===== src/rtl/dmem_arbiter.sv =====
// Two-port arbiter in front of the 128-byte data RAM. Port 0 is the CPU MEM stage and port 1
// is the debug/DMA loader. Each granted request owns the RAM for one access cycle, then one
// response cycle. The response carries an ack pulse, registered read data and fault status.
module dmem_arbiter #(
  parameter bit          FIXED_PRIO   = 1'b0,
  parameter bit          MISALIGN_CHK = 1'b1,
  parameter int unsigned ADDR_W       = 32
) (
  input  logic              clk_i,
  input  logic              rstn_i,
  // requester 0 (CPU MEM stage)
  input  logic              req0_i,
  input  logic              we0_i,
  input  logic [ADDR_W-1:0] addr0_i,
  input  logic [31:0]       wdata0_i,
  input  logic [2:0]        size0_i,
  // requester 1 (debug / DMA loader)
  input  logic              req1_i,
  input  logic              we1_i,
  input  logic [ADDR_W-1:0] addr1_i,
  input  logic [31:0]       wdata1_i,
  input  logic [2:0]        size1_i,
  // responses
  output logic              ack0_o,
  output logic              ack1_o,
  output logic [31:0]       rdata0_o,
  output logic [31:0]       rdata1_o,
  output logic              lfault_o,
  output logic              sfault_o,
  output logic              misalign_o,
  output logic              busy_o,
  // data RAM side
  output logic [ADDR_W-1:0] ram_addr_o,
  output logic [31:0]       ram_din_o,
  output logic              ram_we_o,
  output logic              ram_re_o,
  output logic [2:0]        ram_size_o,
  input  logic [31:0]       ram_dout_i,
  input  logic              ram_lfault_i,
  input  logic              ram_sfault_i
);

  typedef enum logic [1:0] {StIdle, StAccess, StResp} state_e;

  state_e state_q, state_d;

  logic              last_gnt_q;
  logic              lat_id_q;
  logic              lat_we_q;
  logic [ADDR_W-1:0] lat_addr_q;
  logic [31:0]       lat_wdata_q;
  logic [2:0]        lat_size_q;
  logic              lat_mis_q;
  logic [31:0]       rdata_q;
  logic              lfault_q;
  logic              sfault_q;
  logic              misalign_q;

  logic              any_req;
  logic              gnt_id;
  logic              sel_we;
  logic [ADDR_W-1:0] sel_addr;
  logic [31:0]       sel_wdata;
  logic [2:0]        sel_size;
  logic              sel_mis;

  assign any_req = req0_i | req1_i;

  // Winner selection and mux of the winning request fields.
  always_comb begin
    gnt_id = req1_i;
    if (req0_i && req1_i) begin
      // Round-robin: the port that did not win last time goes first.
      gnt_id = FIXED_PRIO ? 1'b0 : ~last_gnt_q;
    end
    sel_we    = gnt_id ? we1_i    : we0_i;
    sel_addr  = gnt_id ? addr1_i  : addr0_i;
    sel_wdata = gnt_id ? wdata1_i : wdata0_i;
    sel_size  = gnt_id ? size1_i  : size0_i;
    // Byte accesses are never misaligned.
    sel_mis   = MISALIGN_CHK &&
                ((sel_size[0] && sel_addr[0]) || (sel_size[1] && (sel_addr[1:0] != 2'b00)));
  end

  // Next-state logic: IDLE -> ACCESS -> RESP -> IDLE. Requests are sampled only in IDLE.
  always_comb begin
    state_d = state_q;
    unique case (state_q)
      StIdle:   if (any_req) state_d = StAccess;
      StAccess: state_d = StResp;
      StResp:   state_d = StIdle;
      default:  state_d = StIdle;
    endcase
  end

  // State register.
  always_ff @(posedge clk_i or negedge rstn_i) begin
    if (!rstn_i) begin
      state_q <= StIdle;
    end else begin
      state_q <= state_d;
    end
  end

  // Request latch at grant and response capture at the end of the access cycle.
  always_ff @(posedge clk_i or negedge rstn_i) begin
    if (!rstn_i) begin
      last_gnt_q  <= 1'b1;
      lat_id_q    <= 1'b0;
      lat_we_q    <= 1'b0;
      lat_addr_q  <= '0;
      lat_wdata_q <= '0;
      lat_size_q  <= '0;
      lat_mis_q   <= 1'b0;
      rdata_q     <= '0;
      lfault_q    <= 1'b0;
      sfault_q    <= 1'b0;
      misalign_q  <= 1'b0;
    end else begin
      if (state_q == StIdle && any_req) begin
        last_gnt_q  <= gnt_id;
        lat_id_q    <= gnt_id;
        lat_we_q    <= sel_we;
        lat_addr_q  <= sel_addr;
        lat_wdata_q <= sel_wdata;
        lat_size_q  <= sel_size;
        lat_mis_q   <= sel_mis;
      end
      if (state_q == StAccess) begin
        rdata_q    <= (!lat_we_q && !lat_mis_q) ? ram_dout_i : 32'h0;
        // A blocked access never reached the RAM, so it cannot fault.
        lfault_q   <= ram_lfault_i & ~lat_mis_q;
        sfault_q   <= ram_sfault_i & ~lat_mis_q;
        misalign_q <= lat_mis_q;
      end
    end
  end

  // Outputs. RAM enables decode from state so an async reset kills them at once.
  always_comb begin
    ack0_o     = 1'b0;
    ack1_o     = 1'b0;
    rdata0_o   = '0;
    rdata1_o   = '0;
    lfault_o   = 1'b0;
    sfault_o   = 1'b0;
    misalign_o = 1'b0;
    busy_o     = (state_q == StAccess) || (state_q == StResp);
    ram_we_o   = 1'b0;
    ram_re_o   = 1'b0;
    ram_addr_o = lat_addr_q;
    ram_din_o  = lat_wdata_q;
    ram_size_o = lat_size_q;
    if (state_q == StAccess) begin
      ram_we_o = lat_we_q & ~lat_mis_q;
      ram_re_o = ~lat_we_q & ~lat_mis_q;
    end
    if (state_q == StResp) begin
      ack0_o     = ~lat_id_q;
      ack1_o     = lat_id_q;
      rdata0_o   = lat_id_q ? 32'h0 : rdata_q;
      rdata1_o   = lat_id_q ? rdata_q : 32'h0;
      lfault_o   = lfault_q;
      sfault_o   = sfault_q;
      misalign_o = misalign_q;
    end
  end

endmodule


===== config.mk =====
export PLATFORM = sky130hd
export DESIGN_NAME = dmem_arbiter
export DESIGN_NICKNAME = d
export VERILOG_FILES = /design/src/rtl/dmem_arbiter.sv
export SDC_FILE = /design/constraint.sdc
export NUM_CORES = 1
export LEC_CHECK = 0
export CAP_MARGIN = 0
export CORE_MARGIN = 2
export CORE_UTILIZATION = 38
export DETAILED_ROUTE_END_ITERATION = 12
export HOLD_SLACK_MARGIN = 0.03
export MAX_ROUTING_LAYER = met4
export PLACE_DENSITY_LB_ADDON = 0.12
export RECOVER_POWER = 25
export SYNTH_ARGS = -nofsm -noshare
export SYNTH_HDL_FRONTEND = slang
export SYNTH_SLANG_ARGS = --single-unit

===== constraint.sdc =====
create_clock -name clk_i -period 2.3 [get_ports clk_i]
set_clock_uncertainty 0.05 [all_clocks]
set_input_delay 0.23 -clock clk_i [delete_from_list [all_inputs] [get_ports clk_i]]
set_output_delay 0.23 -clock clk_i [all_outputs]
set_load 0.01 [all_outputs]

==> results of run 1 <==
## cells by family (layout without fill, tap and decap cells)
kind of cell,after synthesis,count (layout),share of synthesized area
AO/OA/AOI/OAI,111,111,0.113
buffers and inverters,76,383,0.0622
AND/OR/NAND/NOR,181,181,0.168
adder cells (fa/ha/maj),4,4,0.00953
multiplexers,69,69,0.132
flip-flops,108,108,0.515
## worst max-delay path, stage by stage, from the launching register on
cell,delay [ns]
dfrtp_1,0.40
inv_2,0.08
ha_2,0.24
clkbuf_16,0.19
and3_1,0.15
clkdlybuf4s50_1,0.53
## routing by layer
layer	GRT usage	wire length [um]	share of wire
met5	-	0	0
met4	0.0769	369	0.022
met3	0.0599	1390	0.084
met2	0.407	8690	0.53
met1	0.244	6090	0.37
## cells in the final DEF (no fill, tap or decap), drive strengths merged, types with 3 or more instances in the layout
cell and n:
nor2b 3, dfrtp 107, mux2 3, nand2 102
inv 36, mux2i 66, clkdlybuf4s50 278, and3 32
o21ai 101, clkbuf 14, ha 4, buf 15
and2 36, dlygate4sd2 32
## through the flow
| stage | hold WS, ns | util |
|---|---|---|
| 6_report | 0.392 | 0.671 |
| 5_1_grt | 0.392 | 0.671 |
| 4_1_cts | 0.341 | 0.670 |
| 3_5_place_dp | 0.143 | 0.647 |
| 3_3_place_gp | 0.141 | 0.647 |
| 2_1_floorplan | -0.116 | - |
## flip-flops by register name, summed over array words and instances, names as in the netlist, 2 cells and up
name / cells
ram_size_o: 3
rdata_q: 32
state_q: 2
ram_addr_o: 32
ram_din_o: 32
## area by class of cell
cell class,count,area share
timing repair buffer,333,0.376
clock buffer,9,0.0251
inverter,36,0.0151
clock inverter,5,0.00615
tap,176,0.0246
multi-input combinational,365,0.251
sequential,108,0.302
## timing repair
item / 4_1_cts / 5_1_grt
hold buffers: 1 / 0
cloned: 1 / 1
setup buffers: 1 / 0
endpoints found under the hold margin: 28 / 0
setup endpoints to repair: 67 / 37
resized for setup: 36 / 4
## power breakdown
part	switching, mW	internal (mW)	leakage (nW)	total [mW]
Sequential	0.485	2.72	1.36	3.20
Clock	0.663	0.828	0.133	1.49
Combinational	2.12	2.28	2.59	4.40
## path summary, 6_finish.rpt
kind                                            startpoint                    endpoint  slack, ns  cells past startpoint
worst min register to register  ram_addr_o[14]$_DFFE_PN0P_  ram_addr_o[14]$_DFFE_PN0P_       0.43                      2
worst max-delay path                state_q[0]$_DFFE_PN0P_                rdata1_o[27]       0.09                      5
max in group asynchronous                           rstn_i      rdata_q[2]$_DFFE_PN0P_       0.46                      3
min in group asynchronous                           rstn_i      rdata_q[4]$_DFFE_PN0P_       0.48                      2
worst max register to register      state_q[1]$_DFFE_PN0P_      state_q[0]$_DFFE_PN0P_       0.44                      4
worst min-delay path                        ram_dout_i[27]     rdata_q[27]$_DFFE_PN0P_       0.39                      3
## Yosys cell counts
library cell / number / area, um^2
dfrtp_1: 107 / 2680
nand2_1: 102 / 383
o21ai_0: 100 / 500
mux2i_1: 66 / 661
and2_1: 36 / 225
inv_1: 36 / 135
and3_1: 32 / 200
clkbuf_1: 28 / 105
buf_4: 8 / 60.1
ha_1: 4 / 50.1
mux2_2: 3 / 33.8
nor2b_1: 3 / 18.8
a311oi_1: 2 / 17.5
buf_2: 2 / 10.0
nand3b_1: 2 / 15.0
nor2_1: 2 / 7.51
o21a_1: 2 / 15.0
a21boi_2: 1 / 11.3
a21oi_1: 1 / 5.00
a22o_1: 1 / 8.76
a31oi_1: 1 / 6.26
a32o_1: 1 / 10.0
a32oi_1: 1 / 8.76
and3b_1: 1 / 8.76
buf_6: 1 / 11.3
clkbuf_2: 1 / 5.00
dfstp_2: 1 / 26.3
nand2b_1: 1 / 6.26
nor3b_1: 1 / 7.51
nor3b_2: 1 / 12.5
o21ai_2: 1 / 8.76
==> flow_summary.ini, run 1 <==
[timing]
max_freq_ghz = 0.453
tightest_slew_ns = 0.761
hold_viol = 0
tns_ns = 0
max-slew-margin-rel = 0.493
drv_slew = 0
fin_ws_ns = 0.0945
period_needed_ns = 2.21
setup_viol = 0
rsz0062_at_grt = yes
min_period_over_period = 0.959

[clock_tree]
clkSlewWorstSetupHoldPaths_ns = 0.07
clk_path_buf_depth = 2
clk_latency_ns = 0.34
cts-root-buf = clkbuf_16
clock-sinks = 108
cts_tree = yes
numCtsBuffers = 9
h-tree-depth = 3

[final_layout]
drive_above_1_share = 0.0514
post-route-cell-area_mm2 = 0.00896
finalNonFillerCells = 1032
seq_area_mm2 = 0.00270
syn_to_final_growth_pct = 70.6
fillers = 1073
multi_input_area_mm2 = 0.00225
diodes = 0
nets = 1031

[status]
status = finished clean

[floorplan]
ios = 313
initial_utilization = 0.393
die_w_um = 122
die_h_um = 122
coreArea_mm2 = 0.0133
rows = 42
dieArea_mm2 = 0.0148

[placement]
dp_hpwl_mm = 12.8
dp_cells = 1014
place_area_mm2 = 0.00864
gp_congestion = 0.791
dp_slack_ns = 0.266
port_buffers = 312

[critical_path]
crit_fanout = 18
crit_arrival_ns = 1.93
cp-end-kind = primary output
critical_path_class = flop to primary output
cp.required_ns = 2.02
worstSetupStartpointType = flop

[yosys]
ys_types = 31
yosys_warnings = 0
netlist_instances = 549
synth-seq-area-share = 0.515
synth_area_mm2 = 0.00525
ys_seq_elements = 108
syn-num-nets = 727
avgSynthCellArea_um2 = 9.57

[global_route]
grt_pass1_wl_mm = 25.1
grt_overflow = 0
grt_max_degree = 90
track_usage = 0.227
grt_pass1_vias = 4919
antenna_found_initial = 0

[detailed_routing]
antenna_left = 0
wl_per_cell_um = 16.0
vias_per_cell = 4.79
vias = 4947
route.detailed.drc = 0
drt_iter0_drc = 230
wl_mm = 16.5
dr.pass1.iters = 4

[flow_run]
maxCapViolCount = 0

[power_and_ir_drop]
p_leak_nw = 4.08
vdd_ir_drop_max_uv = 484
power_density_mw_per_mm2 = 1020
total_power_mw = 9.10

[worst_hold_path]
min_path_type = primary input to flop
(Power assumes the default switching activity.)
==> run 2, diff against run 1 <==
- CAP_MARGIN: 0 -> 20
- clock period: 2.3 -> 2.2 ns (I/O delays scaled with it)
==> run 2 against run 1 <==
  * Clock power increased by 12%
  * Core utilization shrank 0.18 points
  * Routed wire length rose by 0.29%
  * First-iteration DRC count increased by 20%
  * Non-clock buffer count is 4 lower
  * Critical path depth is the same
  * The run now ends with slew limit left
  * Worst hold slack worse by 0.0058 ns
  * Largest power group unchanged
  * Design area shrank 0.27%
  * Final cell count down 0.19%
  * Sequential cell count is the same
  * Clock-buffer cell count increased by 3
  * Via count barely moved
==> flow_summary.ini, run 2 (synthesized netlist as in run 1, its figures left out) <==
[status]
status = complete, but fails checks
violations = slew limit

[clock_tree]
clk_latency_ns = 0.34
cts_tree = yes
clkSlewWorstSetupHoldPaths_ns = 0.07
cts-root-buf = clkbuf_16
clk_path_buf_depth = 2
h-tree-depth = 3
numCtsBuffers = 9
clock-sinks = 108

[placement]
gp_congestion = 0.785
port_buffers = 312
dp_slack_ns = 0.137
dp_hpwl_mm = 12.5

[floorplan]
die_w_um = 122
coreArea_mm2 = 0.0133
die_h_um = 122
rows = 42
dieArea_mm2 = 0.0148
ios = 313
initial_utilization = 0.393

[final_layout]
diodes = 0
drive_above_1_share = 0.0492
fillers = 1130
seq_area_mm2 = 0.00270
nets = 1027
layout_common_cells = clkdlybuf4s50_1 (247), dfrtp_1 (107), nand2_1 (102), o21ai_0 (100), mux2i_1 (66)
syn_to_final_growth_pct = 70.1
multi_input_area_mm2 = 0.00226
layout_commonest_cell = clkdlybuf4s50_1

[global_route]
grt_overflow = 0
grt_pass1_vias = 5138
track_usage = 0.233
grt_max_degree = 109
grt_pass1_wl_mm = 26.0
antenna_found_initial = 0

[detailed_routing]
drt_iter0_drc = 275
dr.pass1.iters = 4
vias = 4948
antenna_left = 0
route.detailed.drc = 0
wl_per_cell_um = 16.1
wl_mm = 16.6
vias_per_cell = 4.80

[critical_path]
critical_path_class = flop to primary output
worstSetupStartpointType = flop
crit_fanout = 18
ff2ff_setup_slack_ns = 0.34
reg2reg_from = state_q[1]$_DFFE_PN0P_
cp.required_ns = 1.93
crit_arrival_ns = 1.87
r2r_end = state_q[0]$_DFFE_PN0P_
worst_r2r_path_depth = 4
cp-end-kind = primary output

[flow_run]
maxCapViolCount = 0

[timing]
hold_slack_ns = 0.386
tns_ns = 0
min_period_over_period = 0.971
hold_viol = 0
period_needed_ns = 2.14
drv_slew = 63
setup_viol = 0
max-slew-margin-rel = -0.00603
fin_ws_ns = 0.0648
max_freq_ghz = 0.468
rsz0062_at_grt = yes
tightest_slew_ns = 1.51

[power_and_ir_drop]
combPwrFrac = 0.473
power_density_mw_per_mm2 = 1070
clkPwrFrac = 0.175
swShare = 0.360
p_int_mw = 6.11
power.switching_mw = 3.43
vdd_ir_drop_max_uv = 631
seq_power_share = 0.352
p_leak_nw = 4.38

[worst_hold_path]
hold_path.startpoint = ram_dout_i[31]
min_path_cells = 3
min_path_type = primary input to flop
hold_end = rdata_q[31]$_DFFE_PN0P_
## run 2: layer usage
layer / up-vias / GRT usage / share of wire / routed length [um]
met5: - / - / 0 / 0
met4: 0 / 0.0884 / 0.029 / 474
met3: 31 / 0.0566 / 0.078 / 1290
met2: 202 / 0.406 / 0.51 / 8530
met1: 2291 / 0.257 / 0.38 / 6300
li1: 2424 / - / - / -
## run 2: how the worst max path moves through the flow
stage | start | end | slack [ns] | depth (start not counted)
finish | state_q[0]$_DFFE_PN0P_ | rdata1_o[14] | 0.06 | 5
global route | state_q[0]$_DFFE_PN0P_ | rdata1_o[14] | -0.03 | 5
CTS | state_q[0]$_DFFE_PN0P_ | ack0_o | 0.02 | 5
detailed placement | state_q[0]$_DFFE_PN0P_ | rdata0_o[10] | 0.14 | 6
global placement | state_q[0]$_DFFE_PN0P_ | rdata0_o[28] | 0.23 | 6
floorplan | state_q[0]$_DFFE_PN0P_ | rdata0_o[20] | 0.46 | 5
## run 2: final cells by class
| cell class | count | area share |
|---|---|---|
| Multi-Input combinational cell | 365 | 0.253 |
| Timing Repair Buffer | 329 | 0.370 |
| Clock inverter | 4 | 0.00532 |
| Sequential cell | 108 | 0.303 |
| Tap cell | 176 | 0.0247 |
| Clock buffer | 12 | 0.0287 |
| Inverter | 36 | 0.0151 |
## run 2: metrics by stage
step	cell area (um^2)	cells	total power [mW]	util
after floorplan	5250	549	5.37	-
after global placement	8600	1012	7.73	0.644
after detailed placement	8600	1012	7.90	0.644
after CTS	8910	1030	9.66	0.668
after global routing	8930	1030	10.2	0.669
final	8930	1030	9.54	0.669
## run 2: power by group through the flow
stage                     clock (mW)  combinational, mW  sequential (mW)
after floorplan                    0               1.80             3.57
after global placement             0               4.41             3.32
after detailed placement           0               4.53             3.37
after CTS                       1.70               4.60             3.36
after global routing            1.79               4.96             3.47
final                           1.67               4.52             3.35
## run 2: critical path: stages (launching register included)
cell	delay (ns)
dfrtp_1	0.41
inv_2	0.10
ha_4	0.17
buf_12	0.14
and3_1	0.16
clkdlybuf4s50_1	0.54
## run 2: what timing repair did
action,4_1_cts,5_1_grt
setup buffers,0,0
hold buffers,1,0
hold endpoints to repair,107,0
cloned,1,0
setup endpoints to repair,69,14
resized for setup,59,13
